==> src/rtl/hazard_ctrl.sv <==
// -----------------------------------------------------------------------------
// hazard_ctrl
//
// Scoreboard-based hazard controller for the decode-to-execute hand-off.
// Every architectural register r0..r13 owns a small countdown that is loaded
// with WB_LAT when an instruction writing that register issues. The countdown
// reaches zero on the cycle the result becomes visible in the register file.
// While a source operand of the instruction in decode still has a non-zero
// countdown, fetch and decode are held and execute receives a bubble.
//
// Optional build macro: HAZARD_STATS_EN
//   defined   : stall_cnt counts stall cycles, saturating at 16'hFFFF
//   undefined : stall_cnt is tied to zero and no counter is built
//
// Ports
//   clk          in   system clock, rising edge
//   rst          in   asynchronous, active-low reset
//   instr_decode in   instruction in decode:
//                     {Imb[31], Ra[30:27], Imm[26:13], Opc[12:8], Rc[7:4],
//                      Cond[3:1], Cmp[0]}, with Rb = [26:23]
//   flush        in   discard the instruction in decode
//   stall        out  combinational; hold fetch and decode this cycle
//   exec_valid   out  registered; 1 = instruction in execute is real
//   busy_mask    out  registered; bit n set while r[n] has a pending write
//   stall_cnt    out  stall-cycle counter (see macro note above)
//
// Hand-off rule: decode presents an instruction every cycle. It is accepted
// (issued) on a cycle with stall = 0 and flush = 0 and a non-NOP word; any
// other cycle puts a bubble into execute on the next edge.
// -----------------------------------------------------------------------------
module hazard_ctrl #(
    parameter int WB_LAT = 3,
    parameter int CNT_W  = 3
) (
    input  logic        clk,
    input  logic        rst,
    input  logic [31:0] instr_decode,
    input  logic        flush,
    output logic        stall,
    output logic        exec_valid,
    output logic [13:0] busy_mask,
    output logic [15:0] stall_cnt
);

    localparam int NREG = 14;
    localparam logic [CNT_W-1:0] LOAD_VAL = CNT_W'(WB_LAT);

    // Instruction fields
    logic       imb;
    logic [3:0] ra;
    logic [3:0] rb;
    logic [3:0] rc;
    logic       is_nop;

    assign imb    = instr_decode[31];
    assign ra     = instr_decode[30:27];
    assign rb     = instr_decode[26:23];
    assign rc     = instr_decode[7:4];
    assign is_nop = (instr_decode == 32'h0);

    // Fields that do not influence hazard decisions
    logic unused_fields;
    assign unused_fields = ^{instr_decode[22:8], instr_decode[3:0]};

    // Source/destination classification. r14 (pc) and r15 (overflow) are
    // never tracked.
    logic ra_trk;
    logic rb_trk;
    logic rc_trk;

    assign ra_trk = !is_nop && (ra < 4'd14);
    assign rb_trk = !is_nop && !imb && (rb < 4'd14);
    assign rc_trk = !is_nop && (rc < 4'd14);

    // Per-register countdowns
    logic [CNT_W-1:0] cnt      [NREG];
    logic [CNT_W-1:0] cnt_next [NREG];
    logic [NREG-1:0]  pend;
    logic [15:0]      pend16;

    always_comb begin
        for (int n = 0; n < NREG; n++) begin
            pend[n] = (cnt[n] != '0);
        end
    end

    // Padded to 16 entries so the 4-bit field indexes it without range
    // concerns; the two top entries (pc, overflow) are always clear.
    assign pend16 = {2'b00, pend};

    logic hazard;
    logic issue;

    assign hazard = (ra_trk && pend16[ra]) || (rb_trk && pend16[rb]);
    assign stall  = hazard && !flush;
    assign issue  = !hazard && !flush && !is_nop;

    // Reload beats decrement, so a WAW rewrite restarts the full latency.
    always_comb begin
        for (int n = 0; n < NREG; n++) begin
            cnt_next[n] = cnt[n];
            if (issue && rc_trk && (rc == 4'(n))) begin
                cnt_next[n] = LOAD_VAL;
            end else if (cnt[n] != '0) begin
                cnt_next[n] = cnt[n] - 1'b1;
            end
        end
    end

    always_ff @(posedge clk or negedge rst) begin
        if (!rst) begin
            for (int n = 0; n < NREG; n++) begin
                cnt[n] <= '0;
            end
            busy_mask  <= '0;
            exec_valid <= 1'b0;
        end else begin
            for (int n = 0; n < NREG; n++) begin
                cnt[n]       <= cnt_next[n];
                busy_mask[n] <= (cnt_next[n] != '0);
            end
            exec_valid <= issue;
        end
    end

`ifdef HAZARD_STATS_EN
    always_ff @(posedge clk or negedge rst) begin
        if (!rst) begin
            stall_cnt <= 16'h0;
        end else if (stall && (stall_cnt != 16'hFFFF)) begin
            stall_cnt <= stall_cnt + 16'h1;
        end
    end
`else
    assign stall_cnt = 16'h0;
`endif

endmodule

==> config.mk <==
export PLATFORM = sky130hd
export DESIGN_NAME = hazard_ctrl
export DESIGN_NICKNAME = d
export VERILOG_FILES = /design/src/rtl/hazard_ctrl.sv
export SDC_FILE = /design/constraint.sdc
export NUM_CORES = 1
export LEC_CHECK = 0
export BUFFER_PORTS_ARGS = -buffer_cell sky130_fd_sc_hd__buf_2
export CAP_MARGIN = 10
export CORE_MARGIN = 1
export CORE_UTILIZATION = 40
export CTS_CLUSTER_DIAMETER = 200
export DETAILED_ROUTE_END_ITERATION = 7
export PLACE_DENSITY = 0.71
export SLEW_MARGIN = 10
export SYNTH_ARGS = -nofsm -noshare
export SYNTH_HDL_FRONTEND = slang
export SYNTH_SLANG_ARGS = --single-unit
==> constraint.sdc <==
create_clock -name clk -period 3.51 [get_ports clk]
set_input_delay 0 -clock clk [delete_from_list [all_inputs] [get_ports clk]]
set_output_delay 0 -clock clk [all_outputs]
set_load 0.1 [all_outputs]
# [After elaboration in Yosys (flattened, before gate mapping)]
# Index checks and enable logic that the tools add are counted.
[totals] regBits=57 out_inout_bits=32 input_bits=35 word_cells=139
[classes] order_cmp=5 eq_ne=13 reduce_logical=59 add_sub_neg=14 n_mux=32
[op_table] cell="$mux 3" count=28
[op_table] cell="$reduce_bool 3->1" count=28
[op_table] cell="$sub 3x1->3 const B" count=14
[op_table] cell="$logic_not 32->1" count=1
[op_table] cell="$eq 4x4->1 const B" count=6
[op_table] cell="$logic_and 1x1->1" count=24
[op_table] cell="$eq 4x3->1 const B" count=4
[op_table] cell="$lt 4x4->1 const B" count=3
[op_table] cell="$lt 4x5->1 const B" count=2
[op_table] cell="$bmux 1 s4" count=2
[op_table] cell="$eq 4x2->1 const B" count=2
[op_table] cell="$eq 4x1->1 const B" count=1
[op_table] cell="$logic_not 1->1" count=4
[op_table] cell="$logic_not 4->1" count=1
[op_table] cell="$mux 1" count=2
[op_table] cell="$logic_or 1x1->1" count=1

# [Depth between registers and ports, before layout]
# Gate-level depths: netlist (run 1).
[depth] word_depth=13 ltp_mapped=8

# [Least setup slack after synthesis (run 1)]
# OpenSTA, ideal clock, no wires.
[synth_path] path_kind="register to output" startpoint="register cnt[3] in the netlist's numbering" endpoint="output port stall" t_required_ns=3.510 path_stages_with_launch=9 path_slack_ns=-0.395 arrival_time_ns=3.905 path_cell_list="dfrtp_1 -> inv_1 -> ha_1 -> nand2b_1 -> a21oi_1 -> o211a_1 -> a211o_2 -> buf_6 -> a211oi_1"
[synth_between] elab_chain_len=6
[synth_rtl] element="start: declaration" line_no="76" source="logic [CNT_W-1:0] cnt [NREG];"
[synth_rtl] element="start signal: indexed assignment" line_no="119" source="cnt[n] <= cnt_next[n];"
[synth_rtl] element="$reduce_bool 3->1 (*)" line_no="83" source="pend[n] = (cnt[n] != '0);"
[synth_rtl] element="$bmux 1 s4" line_no="94" source="assign hazard = (ra_trk && pend16[ra]) || (rb_trk && pend16[rb]);"
[synth_rtl] element="$mux 1 (not written as such)" line_no="94"
[synth_rtl] element="$logic_and 1x1->1" line_no="94"
[synth_rtl] element="$logic_or 1x1->1 (*)" line_no="94"
[synth_rtl] element="$logic_and 1x1->1 (*)" line_no="95" source="assign stall = hazard && !flush;"
[synth_rtl] element="end: declaration" line_no="39" source="output logic stall,"
# Every way passes the cells marked *; elsewhere a longest branch is shown, timed or not. The select of a mux whose other input is x is not followed.

# [Worst setup path after layout (run 1)]
[layout_path] startpoint="register cnt[39] in the netlist's numbering" endpoint="output port stall"
# The elaborated chain is that of the path after synthesis.

==> results of run 1 <==
## flip-flops by register name (all words and copies together) (netlist names)
register	count
busy_mask	14
cnt	42
exec_valid	1
## path summary, 6_finish.rpt
check | slack [ns] | endpoint | startpoint | depth (start not counted)
min in group asynchronous | 0.32 | cnt[5] | rst | 2
setup reg to reg | 0.75 | cnt[3] | cnt[12] | 8
hold / removal | 0.007 | cnt[6] | instr_decode[4] | 3
max in group asynchronous | 2.38 | cnt[1] | rst | 3
hold reg to reg | 0.51 | cnt[22] | cnt[22] | 2
setup / recovery | 0.60 | stall | cnt[39] | 8
## metal layers
| layer | wire length [um] | part of all wire (%) | GRT usage (%) |
|---|---|---|---|
| met4 | 184 | 2.0 | 7.14 |
| met2 | 4580 | 50 | 30.0 |
| met3 | 322 | 3.5 | 3.34 |
| met1 | 4090 | 45 | 22.1 |
| met5 | 0 | 0 | 0 |
## kinds of logic after synthesis
| logic type | count (synthesis) |
|---|---|
| xor gates and xnor gates | 14 |
| buffers and inverters | 72 |
| DFF | 57 |
| adders and majority gates | 28 |
| other | 1 |
| and+or+nand+nor | 129 |
| AOI/OAI and AO/OA | 116 |
| muxes | 18 |
## what timing repair did
item                                   in CTS  in global routing
hold buffers                                1                  0
endpoints found under the hold margin      35                  0
setup endpoints to repair                   0                  0
## cell usage in the layout (no fill, tap or decap), drive strengths merged, types with 16 or more instances in the layout
master and n:
nand2 40, dfrtp 57, inv 43, ha 28, o21ai 17, nand2b 16, nor2 23, conb 16
o31ai 33, buf 54
## worst register-to-register path, cell delays in order, from the launching register on
cell      delay [ns]
dfrtp_1         0.38
inv_1           0.10
ha_1            0.25
nand2b_1        0.22
o221ai_1        0.18
o211a_2         0.31
a221oi_4        0.70
buf_4           0.37
o31ai_1         0.11
## power by group through the flow
stage | sequential (W) | combinational, W | clock [W]
2_1_floorplan | 0.00149 | 0.00189 | 0
3_3_place_gp | 0.00121 | 0.00251 | 0
3_5_place_dp | 0.00122 | 0.00259 | 0
4_1_cts | 0.00121 | 0.00261 | 0.000647
5_1_grt | 0.00126 | 0.00289 | 0.000676
6_report | 0.00121 | 0.00260 | 0.000633
## metrics by stage
stage	setup WS, ns	hold slack [ns]	utilization (%)	cells	power, W
after floorplan	0.577	-0.296	-	450	0.00338
after global placement	0.832	0.158	44.3	608	0.00371
after detailed placement	0.737	0.155	44.3	608	0.00382
after CTS	0.593	0.00433	46.5	625	0.00446
after global routing	0.409	0.0464	46.5	625	0.00482
final	0.598	0.00697	46.5	625	0.00445
## cell type report
cell class | count | share of cell area (%)
clock buffers | 14 | 3.75
flip-flops and latches | 57 | 31.0
multi-input cells | 321 | 51.1
well taps | 133 | 3.61
repair buffers | 55 | 6.30
inverters | 43 | 3.50
clock inverters | 2 | 0.760
==> flow_summary_export.csv, run 1 <==
group,metric,value,unit
clocking,clkLatencyLatePin,0.33,ns
synth,synthAdderAreaFrac,8.48,%
routing,first_iter_violations,177,
synth,syn_area,4130,um^2
global_route,grt_max_degree,37,
cells_and_area,fillCellCount,938,
timing,fin_setup_tns,0,ns
floorplan,die_y,104,um
cells_and_area,area_growth,11.6,%
clocking,htree_num_levels,3,
floorplan,rows,36,
clocking,cts.clk_slew.worst_paths,0.07,ns
timing,fin_crit,2.91,ns
routing,wl_per_cell,14.7,um
synth,synthDistinctLibCells,59,
setup_path,crit_path_max_incr_delay,0.53,ns
routing,viasPerCell,5.37,
power_and_ir_drop,p_leak,2.09,nW
synth,muxShareOfSynthArea,5.03,%
synth,synth_simple_gate_area_share,16.5,%
setup_path,cp.required,3.51,ns
timing,finalClockSkew,0.00644,ns
power_and_ir_drop,clkPwrFrac,14.2,%
routing,num_vias,3354,
setup_path,cp_max_fo,23,
cells_and_area,multiInputGateArea,2350,um^2
power_and_ir_drop,switching_share,46.0,%
power_and_ir_drop,p_switching,0.00205,W
setup_path,path_delay_family,"compound AO/OA/AOI/OAI gates",
placement,dpl_cell_area,4390,um^2
synth,ys_top_cells_by_count,"57 x dfrtp_1, 42 x inv_1, 40 x nand2_1",
clocking,postCtsResizedCells,0,
routing,dr.pass1.iters,5,
setup_path,crit_path_top_delay_cell,"a211o_2",
synth,avgSynthCellArea,9.49,um^2
setup_path,crit_type,"flop to output port",
power_and_ir_drop,combPwrFrac,58.5,%
synth,ys_ff_latch,57,
synth,synth_compound_area_share,22.5,%
synth,post-synth-top-area-fraction,34.5,%
job,cap_violations,0,
synth,yosys.area.top_type,"dfrtp_1",
timing,max_freq,343,MHz
placement,detailedPlacementHpwl,6.91,mm
synth,synth-xor-area-share,2.97,%
cells_and_area,fin_nets,550,
timing,setup_viol,0,
power_and_ir_drop,seq_power_share,27.3,%
synth,synthTopCellsByArea,"dfrtp_1 35%, ha_1 8.5%, o31ai_1 5.5%",
cells_and_area,antenna_cells,0,
clocking,cts_buffer_depth,2,
timing,hold_viol,0,
cells_and_area,drive_gt1_share,19.9,%
clocking,cts_made_buffers,9,
global_route,grt_usage,17.7,%
timing,layout_worst_path_cycle_share,83.0,%
routing,drc_errors,0,
routing,drt_wl_total,9.18,mm
synth,yosysSeqAreaShare,34.5,%
timing,rsz0062_at_grt,"no",
setup_path,cp.arrival,2.91,ns
setup_path,path_cells,"inv_1 -> ha_1 -> nand2b_1 -> mux2_2 -> a221oi_4 -> a211o_2 -> a211oi_2 -> buf_2",
synth,async_flop_share,100,%
cells_and_area,register_area,1430,um^2
global_route,antenna_found_initial,0,
timing,drv_slew,0,
timing,max_slew_margin,38.8,%
floorplan,dieArea,10700,um^2
clocking,cts_setup_buffers,0,
setup_path,startpoint_type,"flop",
cells_and_area,final_area,4610,um^2
timing,worstMarginPinSlew,0.918,ns
synth,synth_top_family_by_area,"compound AO/OA/AOI/OAI gates",
run_status,status,"finished, final reports clean",
worst_hold_path,min_path_type,"input port to flop",
synth,ys.flop_type,"dfrtp_1",
global_route,grt_overflow,0,
power_and_ir_drop,internal_power,0.00240,W
power_and_ir_drop,power.density,966,nW/um^2
global_route,grt_pass1_wl,15.3,mm
placement,gp_congestion,0.793,
setup_path,critPathCaptureType,"output port",
floorplan,start_util,41.7,%
floorplan,core-area,9910,um^2
synth,synth-edff-count,0,
routing,drt.antenna.violating_nets,0,
clocking,clockRootBuffer,"clkbuf_8",
clocking,clkSinkCount,57,
synth,synth.most_common_cell,"dfrtp_1",
global_route,grt_pass1_vias,3270,
clocking,cts_tree,"done",
floorplan,dieWidth,104,um
synth,syn_inst,435,
placement,port-buffer-count,50,
power_and_ir_drop,peakVddDrop,0.000431,V
floorplan,io_pins,67,
synth,yosys_warnings,0,
setup_path,cp.buffers_inverters,2,
No activity file was read; power rests on OpenSTA's default activity.
==> run 2, diff against run 1 <==
PLACE_DENSITY = 0.73   (was 0.71)
clock period = 2.3 ns   (was 3.51 ns; I/O delays follow)
==> flow_summary_export.csv, run 2 (synthesis gave the netlist of run 1 again) <==
group,metric,value,unit
cells_and_area,final_common_cell,"buf_4",
setup_path,path_cells,"inv_2 -> ha_4 -> and3b_1 -> o41a_1 -> o21ai_1 -> a21bo_2 -> a211oi_4 -> buf_12",
cells_and_area,fin_nets,670,
clocking,clkSinkCount,57,
global_route,grt_max_degree,31,
routing,drc_errors,0,
cells_and_area,antenna_cells,0,
routing,num_vias,4012,
clocking,cts_tree,"done",
setup_path,cp.arrival,2.34,ns
timing,fin_crit,2.34,ns
run_status,status,"finished, violations left",
floorplan,die_y,104,um
clocking,htree_num_levels,3,
clocking,clockRootBuffer,"clkbuf_8",
global_route,grt_usage,21.9,%
setup_path,startpoint_type,"flop",
cells_and_area,layout_common_cells,"104 x buf_4, 57 x dfrtp_1, 49 x buf_2",
global_route,grt_pass1_wl,18.7,mm
cells_and_area,largest_register_ffs,42,
clocking,cts_buffer_depth,2,
setup_path,path_delay_family,"compound AO/OA/AOI/OAI gates",
placement,gp_congestion,0.821,
timing,setup_viol,2,
routing,wl_per_cell,15.9,um
setup_path,rrSetupSlack,-0.03,ns
worst_hold_path,min_path_type,"input port to flop",
power_and_ir_drop,peakVddDrop,0.000846,V
global_route,grt_pass1_vias,3989,
setup_path,r2r_cells,10,
timing,max_slew_margin,53.1,%
routing,viasPerCell,5.39,
setup_path,crit_path_top_delay_cell,"o41a_1",
routing,dr.pass1.iters,5,
floorplan,start_util,41.7,%
clocking,cts.clk_slew.worst_paths,0.07,ns
placement,port-buffer-count,50,
cells_and_area,top_regs,"cnt: 42 flops, busy_mask: 14 flops, exec_valid: 1 flops",
timing,drv_slew,0,
setup_path,cp_max_fo,2,
global_route,grt_overflow,0,
timing,worstMarginPinSlew,0.704,ns
timing,fin_setup_tns,-0.0699,ns
cells_and_area,fillCellCount,769,
global_route,antenna_found_initial,0,
cells_and_area,regMostFlops,"cnt",
floorplan,io_pins,67,
setup_path,crit_path_max_incr_delay,0.40,ns
routing,first_iter_violations,229,
setup_path,crit_type,"flop to output port",
timing,layout_setup_ws,-0.0404,ns
job,cap_violations,0,
timing,max_freq,427,MHz
placement,detailedPlacementHpwl,8.18,mm
floorplan,rows,36,
clocking,cts_made_buffers,9,
setup_path,critPathCaptureType,"output port",
power_and_ir_drop,power,0.00899,W
power_and_ir_drop,p_leak,2.76,nW
floorplan,dieWidth,104,um
cells_and_area,area_growth,45.6,%
setup_path,cp.required,2.30,ns
run_status,violations,"setup timing",
clocking,clkLatencyLatePin,0.35,ns
placement,dpl_worst_slack,-0.366,ns
cells_and_area,drive_gt1_share,45.3,%
setup_path,cp.buffers_inverters,2,
timing,layout_worst_path_cycle_share,102,%
timing,rsz0062_at_grt,"yes",
timing,finalClockSkew,0.0117,ns
routing,drt.antenna.violating_nets,0,
worst_hold_path,holdPathStages,3,
floorplan,dieArea,10700,um^2
setup_path,cp.depth,8,
floorplan,core-area,9910,um^2
timing,hold_viol,0,
power_and_ir_drop,power.density,1500,nW/um^2
routing,drt_wl_total,11.9,mm
-- run 2: cell count changes in the layout (fill, tap and decap cells not counted), moves of 4 or more --
cell,previous run,this run
buf_4,4,104
inv_1,42,21
inv_2,1,22
ha_1,28,14
buf_6,0,11
ha_4,0,10
o31ai_1,30,20
nand2b_1,12,3
nand2b_4,4,13
buf_12,0,7
o31ai_2,3,10
ha_2,0,4
-- run 2: layout make-up --
class / count / area [um^2] / share of cell area, %
Multi-Input combinational cell: 322 / 2710 / 45.1
Sequential cell: 57 / 1430 / 23.7
Clock buffer: 9 / 124 / 2.06
Inverter: 43 / 161 / 2.69
Tap cell: 133 / 166 / 2.77
Clock inverter: 7 / 93.8 / 1.56
Timing Repair Buffer: 174 / 1330 / 22.0
-- run 2: final timing paths --
check | start | end
worst min-delay path | instr_decode[5] | cnt[6]
worst max-delay path | cnt[1] | stall
max in group asynchronous | rst | cnt[29]
min in group asynchronous | rst | cnt[5]
worst max register to register | cnt[33] | cnt[12]
worst min register to register | cnt[16] | cnt[16]
-- run 2: metrics by stage --
stage          utilization, %  std cells  hold slack [ns]  cell area (um^2)
2_1_floorplan               -        450           -0.296              4400
5_1_grt                  60.7        745           0.0327              6010
4_1_cts                  57.6        727           0.0119              5710
3_3_place_gp             53.5        694           0.0756              5310
6_report                 60.7        745           0.0179              6010
3_5_place_dp             53.5        694           0.0742              5310
-- run 2: where the power goes --
part | total [W] | internal (W) | switching, W
Clock | 0.00106 | 0.000609 | 0.000451
Combinational | 0.00617 | 0.00303 | 0.00314
Sequential | 0.00176 | 0.00149 | 0.000262
Total | 0.00899 | 0.00514 | 0.00385
-- run 2: routing by layer --
metal	vias to the layer above	wire length, um	track usage [%]
met2	114	6190	38.5
li1	1886	-	-
met5	-	0	0
met3	31	475	3.96
met4	0	313	8.90
met1	1981	4900	26.2
-- run 2: tightest hold or removal path, delay by kind of cell --
family / cells / cell delay, ns
AND/OR/NAND/NOR: 1 / 0.13
buffers and inverters: 1 / 0.14
AO/OA/AOI/OAI: 1 / 0.07
-- run 2: what timing repair did --
action / in CTS / in global routing
endpoints found under the setup margin: 36 / 52
hold buffers: 2 / 0
gates cloned: 1 / 0
pin swaps: 9 / 18
buffers inserted: 16 / 18
resized for setup: 12 / 39
hold endpoints to repair: 28 / 0
